[src/rtl/uart_rx_ctrl.sv]
// UART receive controller: frame FSM that sequences the edge counter,
// data sampler and bit checkers, and reports one result pulse per frame.
//
// Ports:
//   clk, rst        clock (prescale x bit rate), async active-low reset
//   rx_in           synchronized serial line, idle high
//   par_en          frame carries a parity bit (latched per frame)
//   prescale        oversampling ratio (8, 16 or 32)
//   edge_cnt        oversample edge count, wraps at prescale-1
//   strt_glitch,
//   par_err,
//   stp_err         checker results, valid after the matching check strobe
//   edge_cnt_en,
//   dat_samp_en     enables, high in every state except IDLE
//   strt_chk_en,
//   deser_en,
//   par_chk_en,
//   stp_chk_en      single-cycle action strobes at the sample point
//   data_valid,
//   par_err_o,
//   frame_err       frame result, visible in the first IDLE cycle only
module uart_rx_ctrl #(
    parameter int DATA_BITS = 8
) (
    input  logic       clk,
    input  logic       rst,
    input  logic       rx_in,
    input  logic       par_en,
    input  logic [5:0] prescale,
    input  logic [4:0] edge_cnt,
    input  logic       strt_glitch,
    input  logic       par_err,
    input  logic       stp_err,
    output logic       edge_cnt_en,
    output logic       dat_samp_en,
    output logic       strt_chk_en,
    output logic       deser_en,
    output logic       par_chk_en,
    output logic       stp_chk_en,
    output logic       data_valid,
    output logic       par_err_o,
    output logic       frame_err
);

    localparam logic [2:0] IDLE   = 3'd0;
    localparam logic [2:0] START  = 3'd1;
    localparam logic [2:0] DATA   = 3'd2;
    localparam logic [2:0] PARITY = 3'd3;
    localparam logic [2:0] STOP   = 3'd4;

    localparam logic [2:0] LAST_BIT = 3'(DATA_BITS - 1);

    logic [2:0] state;
    logic [2:0] state_nxt;
    logic [2:0] bit_idx;
    logic       par_lat;
    logic       par_flag;

    logic [5:0] edge6;
    logic       bit_end;
    logic       samp_done;
    logic       frame_go;

    assign edge6     = {1'b0, edge_cnt};
    assign bit_end   = (edge6 == (prescale - 6'd1));
    // Sample point sits two edges past mid-bit.
    assign samp_done = (edge6 == ((prescale >> 1) + 6'd2));
    assign frame_go  = (state == IDLE) && !rx_in;

    assign edge_cnt_en = (state != IDLE);
    assign dat_samp_en = (state != IDLE);

    assign strt_chk_en = (state == START)  && samp_done;
    assign deser_en    = (state == DATA)   && samp_done;
    assign par_chk_en  = (state == PARITY) && samp_done;
    assign stp_chk_en  = (state == STOP)   && samp_done;

    always_comb begin
        state_nxt = state;
        case (state)
            IDLE: begin
                if (!rx_in)
                    state_nxt = START;
            end
            START: begin
                if (bit_end)
                    state_nxt = strt_glitch ? IDLE : DATA;
            end
            DATA: begin
                if (bit_end && (bit_idx == LAST_BIT))
                    state_nxt = par_lat ? PARITY : STOP;
            end
            PARITY: begin
                if (bit_end)
                    state_nxt = STOP;
            end
            STOP: begin
                if (bit_end)
                    state_nxt = IDLE;
            end
            default: state_nxt = IDLE;
        endcase
    end

    always_ff @(posedge clk or negedge rst) begin
        if (!rst) begin
            state      <= IDLE;
            bit_idx    <= 3'd0;
            par_lat    <= 1'b0;
            par_flag   <= 1'b0;
            data_valid <= 1'b0;
            par_err_o  <= 1'b0;
            frame_err  <= 1'b0;
        end else begin
            state      <= state_nxt;
            data_valid <= 1'b0;
            par_err_o  <= 1'b0;
            frame_err  <= 1'b0;

            // par_en is sampled once so a mid-frame change is ignored.
            if (frame_go) begin
                par_lat  <= par_en;
                par_flag <= 1'b0;
            end

            if ((state == START) && bit_end)
                bit_idx <= 3'd0;

            if ((state == DATA) && bit_end)
                bit_idx <= bit_idx + 3'd1;

            if ((state == PARITY) && bit_end)
                par_flag <= par_flag | par_err;

            // Result registers so it lands in the first IDLE cycle.
            if ((state == STOP) && bit_end) begin
                data_valid <= !stp_err && !par_flag;
                par_err_o  <= par_flag;
                frame_err  <= stp_err;
            end
        end
    end

endmodule
[config.mk]
export PLATFORM = sky130hd
export DESIGN_NAME = uart_rx_ctrl
export DESIGN_NICKNAME = d
export VERILOG_FILES = /design/src/rtl/uart_rx_ctrl.sv
export SDC_FILE = /design/constraint.sdc
export NUM_CORES = 1
export LEC_CHECK = 0
export CAP_MARGIN = 20
export CELL_PAD_IN_SITES_DETAIL_PLACEMENT = 1
export CELL_PAD_IN_SITES_GLOBAL_PLACEMENT = 2
export CORE_AREA = 2 2 55 68
export DETAILED_ROUTE_END_ITERATION = 8
export DIE_AREA = 0 0 57 70
export GPL_ROUTABILITY_DRIVEN = 0
export GPL_TIMING_DRIVEN = 1
export PLACE_DENSITY = 0.85
export SYNTH_ARGS = -nofsm -noshare
export SYNTH_HDL_FRONTEND = slang
export SYNTH_SLANG_ARGS = --single-unit
[constraint.sdc]
create_clock -name clk -period 4.5 [get_ports clk]
set_input_delay 0.675 -clock clk [delete_from_list [all_inputs] [get_ports clk]]
set_output_delay 0.675 -clock clk [all_outputs]
set_load 0.1 [all_outputs]
==> out/metrics.cfg, run 1 <==
[placement]
dp_cells=163
placed_area_um2=1220
dp_hpwl_um=1990
port_buffers=26

[global_routing]
grt_pass1_wl_um=4130
groute.usage.overall=0.130
gr-total-overflow=0
grt_max_degree=14
antenna_found_initial=0
grt_pass1_vias=935

[sta]
worstMarginPinSlew_ns=0.966
finalHoldViolCount=0
slew_headroom=0.354
skew_ns=0.00207
setup_viol=0
max_freq_mhz=286
min_period_over_period=0.776
slew_violations=0
finalSetupTns_ns=0
period_needed_ns=3.49
rsz0062_at_grt=no
hold_ws_ns=0.431

[detailed_routing]
drt_iter0_drc=19
wirelength_um=2340
viasPerCell=5.03
ant_nets=0
num_vias=840
drt-pass1-iter-count=4
route.detailed.drc=0
avgRoutedWirePerCell_um=14.0

[clock_tree]
cts-resized-gates=0
htreeDepth=1
tritoncts=done
cts_root_buffer=clkbuf_8
post_cts_buffers=0
clock_path_buffers=2
cts_sinks=11
hold_buffers=0
cts_made_buffers=3
path_clk_slew_ns=0.05
clock_latency_ns=0.23

[synthesis]
synthFlopType=dfrtp_1
synth_warnings=0
syn_area_per_cell_um2=9.16
ys_ff_latch=11
synth_cells=102
ys_seq_area_frac=0.295
synth.distinct_cells=41
async_flop_share=1.00
synthesis.nets=126
synth_area_um2=935
synth_edf_count=0

[final_layout]
area_growth_pct=35.3
diodes=0
drive_gt1_frac=0.141
design_area_um2=1260
stdcell_count=167
final_nets=153

[critical_path]
reg2reg_to=bit_idx[1]
crit_end=deser_en
critPathRequiredTime_ns=3.83
path_class=in -> out
startpoint=prescale[2]
rrSetupSlack_ns=2.74
ff2ff_path_depth=3
timing.rr.start=state[1]
cp_max_fo=6
crit_path_end_kind=primary output
worstPathArrival_ns=2.82
startpoint_type=input port

[floorplanning]
num_rows=24
dieArea_um2=3990
ios=27
core_um2=3420
die_x_um=57
die_h_um=70
initial_core_util=0.273

[worst_hold_path]
hp-class=reg -> reg

[power_and_ir_drop]
ir_worst_vdd_mv=0.177
leakagePower_nw=0.543
powerDensity_nw_per_um2=365

[job]
drv_cap=0

[status]
status=complete, no violations

==> cell usage after synthesis (3+ instances only) <==
library cell,number,area [um^2]
a221o_1,3,30.0
and3_1,7,43.8
dfrtp_1,11,275
ha_1,6,75.1
inv_1,8,30.0
nand2_1,6,22.5
nand3_1,3,15.0
nor2_1,6,22.5
nor3_1,4,20.0
o21ai_0,3,15.0
xnor2_1,8,70.1
xor2_1,4,35.0
==> per-layer routing <==
metal  up-vias  part of all wire  GRT usage
met5         -                 0          0
met4         0            0.0081     0.0465
met3         2             0.036     0.0167
met2        18              0.57      0.250
met1       404              0.39      0.140
li1        416                 -          -
==> worst max-delay path: stages <==
cell             delay (ns)
clkdlybuf4s50_1        0.60
inv_1                  0.11
ha_1                   0.31
xor2_1                 0.14
nor3_1                 0.18
o2111ai_1              0.24
nor3b_1                0.24
buf_4                  0.32
==> where the power goes <==
part / leakage [nW] / internal [mW] / switching (mW)
Sequential: 0.146 / 0.116 / 0.0330
Combinational: 0.374 / 0.0775 / 0.140
Clock: 0.0228 / 0.0619 / 0.0331
Total: 0.543 / 0.255 / 0.206
==> kinds of logic after synthesis <==
kind of cell             share of synthesized area
AND/OR/NAND/NOR                              0.286
AO/OA/AOI/OAI                                0.133
XOR/XNOR                                     0.130
buffers and inverters                       0.0535
flip-flops                                   0.295
adder cells (fa/ha/maj)                     0.0803
multiplexers                                0.0228
==> sequential cells by signal (all words and copies together), names as in the netlist <==
name / cells
data_valid: 1
state: 3
frame_err: 1
par_err_o: 1
par_flag: 1
bit_idx: 3
par_lat: 1
==> cells in the final DEF, fill, tap and decap left out, types with 2 or more instances in the layout <==
master	synthesis	layout
nand2_1	6	6
clkbuf_8	0	3
clkdlybuf4s50_1	0	22
o21ai_0	3	3
dfrtp_1	11	11
nor3_1	4	4
xnor2_1	8	8
inv_1	8	8
buf_4	1	4
nor2_1	6	6
xor2_1	4	4
nand3_1	3	3
and3_1	7	7
ha_1	6	6
a311oi_1	2	2
a221o_1	3	3
a21oi_1	2	2
==> how the worst min path moves through the flow <==
stage	start	end	slack (ns)	cells past startpoint
final	par_flag	data_valid	0.43	1
after detailed placement	par_flag	data_valid	0.44	1
after global routing	par_flag	data_valid	0.46	1
after floorplan	rst	bit_idx[0]	0.38	0
after global placement	par_flag	data_valid	0.44	1
after CTS	par_flag	data_valid	0.44	1
==> layout make-up <==
type	count	area, um^2
Fill cell	419	2160
Multi-Input combinational cell	79	616
Sequential cell	11	275
Inverter	8	30.0
Clock buffer	4	45.0
Tap cell	39	48.8
Timing Repair Buffer	26	250
==> stage by stage <==
stage | power, mW | setup WS [ns] | utilization
after floorplan | 0.310 | 0.0767 | -
after global placement | 0.366 | 1.07 | 0.356
after detailed placement | 0.370 | 0.998 | 0.356
after CTS | 0.468 | 0.997 | 0.370
after global routing | 0.496 | 0.759 | 0.370
final | 0.461 | 1.01 | 0.370
No activity file was read; power rests on OpenSTA's default activity.
==> run 2: changes to the inputs <==
- CORE_AREA: 2 2 55 68 -> 2 2 57 70
- DIE_AREA: 0 0 57 70 -> 0 0 59 72
- PLACE_DENSITY: 0.85 -> 0.8
- clock period: 4.5 -> 3.6 ns (I/O delays scaled with it)
==> out/metrics.cfg, run 2 (synthesis gave the netlist of run 1 again) <==
[detailed_routing]
drt_iter0_drc=19
num_vias=846
route.detailed.drc=0
viasPerCell=5.07
avgRoutedWirePerCell_um=14.2
drt-pass1-iter-count=4
ant_nets=0
wirelength_um=2380

[power_and_ir_drop]
powerDensity_nw_per_um2=442
ir_worst_vdd_mv=0.106
leakagePower_nw=0.554

[critical_path]
startpoint=prescale[2]
cp_max_fo=6
critPathRequiredTime_ns=3.06
path_class=in -> out
cpPeakStageDelay_ns=0.59
crit_chain=clkdlybuf4s50_1, inv_1, ha_1, xor2_1, nor3_1, o2111ai_1, nor4_2, buf_12
slowest_stage=clkdlybuf4s50_1
worstPathArrival_ns=2.65
ff2ff_path_depth=3
reg2reg_to=bit_idx[2]
crit_cells=8
crit_family=buffers and inverters
crit_end=strt_chk_en
timing.rr.start=state[1]
crit_path_end_kind=primary output
rrSetupSlack_ns=1.81
startpoint_type=input port
critPathBufInv=3

[clock_tree]
clock_latency_ns=0.23
cts_made_buffers=3
cts_sinks=11
post_cts_buffers=0
cts_root_buffer=clkbuf_8
hold_buffers=0
path_clk_slew_ns=0.05
clock_path_buffers=2
cts-resized-gates=0
htreeDepth=1
tritoncts=done

[final_layout]
area_growth_pct=40.7
nFillCells=425
final_common_cell=clkdlybuf4s50_1
final_nets=153
regArea_um2=275
top_regs=bit_idx: 3 flops, state: 3 flops
multi_input_area_um2=621
drive_gt1_frac=0.164
layout_common_cells=20 x clkdlybuf4s50_1, 11 x dfrtp_1, 8 x inv_1, 8 x xnor2_1, 7 x and3_1
design_area_um2=1320
diodes=0

[status]
status=complete, no violations

[floorplanning]
num_rows=24
core_um2=3540
ios=27
die_x_um=59
initial_core_util=0.264
die_h_um=72
dieArea_um2=4250

[sta]
finalSetupTns_ns=0
period_needed_ns=3.19
max_freq_mhz=314
slew_violations=0
finalHoldViolCount=0
skew_ns=0.000673
slew_headroom=0.352
worstMarginPinSlew_ns=0.969
hold_ws_ns=0.448
setup_viol=0
min_period_over_period=0.886
rsz0062_at_grt=no

[job]
drv_cap=0

[global_routing]
groute.usage.overall=0.131
use_met3=0.0178
busiest_layer=met2
gr-usage-met2=0.253
grt_max_degree=14
use_met1=0.140
antenna_found_initial=0
grt_pass1_vias=971
gr-total-overflow=0
grt_pass1_wl_um=4320

[worst_hold_path]
hp-class=reg -> reg

[placement]
dp_hpwl_um=2020
port_buffers=26
placed_area_um2=1270

==> run 2: cell count changes in the layout (fill, tap and decap cells not counted), sizes merged <==
cell / change
clkdlybuf4s50: -2
buf: +2
==> run 2: layer usage <==
metal  share of wire  wire (um)  vias to the layer above
li1                -          -                      420
met1            0.39        916                      405
met2            0.57       1360                       19
met4          0.0042         10                        0
met5               0          0                        -
met3           0.037         89                        2
==> run 2: layout make-up <==
type,instances,area share
clock buffers,4,0.0343
well taps,39,0.0371
flip-flops and latches,11,0.209
multi-input cells,79,0.472
inverters,8,0.0228
repair buffers,26,0.225
==> run 2: worst min-delay path by stage <==
stage,start,to,depth (start not counted)
2_1_floorplan,rst,bit_idx[0],0
3_3_place_gp,par_flag,data_valid,1
4_1_cts,par_flag,data_valid,1
3_5_place_dp,par_flag,data_valid,1
6_report,par_flag,data_valid,1
5_1_grt,par_flag,data_valid,1
==> run 2: power breakdown <==
part / switching, mW / total [mW] / internal (mW)
clock: 0.0432 / 0.121 / 0.0775
sequential: 0.0434 / 0.188 / 0.145
combinational: 0.176 / 0.272 / 0.0961
==> run 2: per-stage QoR <==
step | setup WS (ns) | cells | power, mW | util
finish | 0.412 | 167 | 0.581 | 0.371
global route | 0.175 | 167 | 0.625 | 0.371
CTS | 0.367 | 167 | 0.589 | 0.371
detailed placement | 0.385 | 163 | 0.465 | 0.358
global placement | 0.442 | 163 | 0.461 | 0.358
floorplan | -0.00462 | 102 | 0.389 | -
==> run 3: changes to the inputs <==
- TNS_END_PERCENT: unset -> 5
==> out/metrics.cfg, run 3 (synthesis gave the netlist of run 1 again) <==
[global_routing]
antenna_found_initial=0
grt_pass1_vias=935
grt_pass1_wl_um=4130
groute.usage.overall=0.126
grt_max_degree=14
gr-total-overflow=0

[power_and_ir_drop]
fin_total_pwr_uw=576
clockPowerShare=0.206
p_seq_frac=0.322
netSwitchingPower_uw=259
ir_worst_vdd_mv=0.149
p_sw_frac=0.449
leakagePower_nw=0.554
powerDensity_nw_per_um2=440
intPower_uw=318
share_comb_of_total_power=0.472

[sta]
hold_ws_ns=0.435
worstMarginPinSlew_ns=0.965
min_period_over_period=0.908
finalHoldViolCount=0
skew_ns=0.00302
rsz0062_at_grt=no
slew_violations=0
setup_viol=0
slew_headroom=0.354
period_needed_ns=3.27
max_freq_mhz=306

[detailed_routing]
drt-pass1-iter-count=4
ant_nets=0
avgRoutedWirePerCell_um=14.1
route.detailed.drc=0
viasPerCell=5.09
wirelength_um=2360
num_vias=850
drt_iter0_drc=14

[final_layout]
nFillCells=416
area_growth_pct=40.2
final_common_cell=clkdlybuf4s50_1
top_regs=bit_idx: 3 flops, state: 3 flops
multi_input_area_um2=616
final_nets=153
diodes=0
design_area_um2=1310
regArea_um2=275
stdcell_count=167
drive_gt1_frac=0.156
layout_common_cells=20 x clkdlybuf4s50_1, 11 x dfrtp_1, 8 x inv_1, 8 x xnor2_1, 7 x and3_1

[placement]
port_buffers=26
dp_cells=163
dp_hpwl_um=2040
placed_area_um2=1260

[critical_path]
path_class=in -> out
crit_path_end_kind=primary output
crit_chain=clkdlybuf4s50_1, inv_1, ha_1, xor2_1, nor3_1, o2111ai_1, nor3b_1, buf_12
cpPeakStageDelay_ns=0.60
crit_family=buffers and inverters
critPathRequiredTime_ns=3.06
cp_max_fo=6
slowest_stage=clkdlybuf4s50_1
startpoint_type=input port
worstPathArrival_ns=2.73
critPathBufInv=3

[clock_tree]
hold_buffers=0
cts_root_buffer=clkbuf_8
post_cts_buffers=0
clock_latency_ns=0.23
cts_made_buffers=3
cts_sinks=11
path_clk_slew_ns=0.05
tritoncts=done
cts-resized-gates=0
clock_path_buffers=2
htreeDepth=1

[floorplanning]
die_h_um=72
initial_core_util=0.264
core_um2=3540
num_rows=24
die_x_um=59
dieArea_um2=4250
ios=27

[job]
drv_cap=0

[worst_hold_path]
hp-class=reg -> reg

[status]
status=complete, no violations

-- run 3: cell count changes in the layout (fill, tap and decap cells not counted) --
cell,before,now
nor3b_1,0,1
nor3b_2,1,0
-- run 3: power by group through the flow --
stage               sequential, mW  combinational, mW  clock [mW]
global placement             0.187              0.272           0
CTS                          0.186              0.276       0.123
finish                       0.186              0.272       0.119
global route                 0.192              0.297       0.135
floorplan                    0.157              0.231           0
detailed placement           0.187              0.276           0
-- run 3: final timing paths --
check	from	to	slack (ns)	depth (start not counted)
worst max-delay path	prescale[2]	deser_en	0.33	8
worst min-delay path	par_flag	data_valid	0.44	1
worst max register to register	state[1]	bit_idx[2]	1.83	3
worst min register to register	par_flag	data_valid	0.44	1
max in group asynchronous	rst	par_lat	2.64	1
min in group asynchronous	rst	frame_err	0.63	1
-- run 3: final cells by class --
class                   count  area share
clock buffers               4      0.0344
inverters                   8      0.0229
multi-input cells          79       0.470
flip-flops and latches     11       0.210
well taps                  39      0.0372
repair buffers             26       0.225
-- run 3: stage by stage --
stage / util / setup WS, ns / setup TNS [ns]
after detailed placement: 0.357 / 0.297 / 0
after global placement: 0.357 / 0.369 / 0
after global routing: 0.370 / 0.114 / 0
after floorplan: - / -0.553 / -0.553
final: 0.370 / 0.330 / 0
after CTS: 0.370 / 0.287 / 0
-- run 3: per-layer routing --
metal | part of all wire | GRT usage
met1 | 0.37 | 0.129
met2 | 0.57 | 0.243
met3 | 0.045 | 0.0232
met4 | 0.014 | 0.0455
met5 | 0 | 0
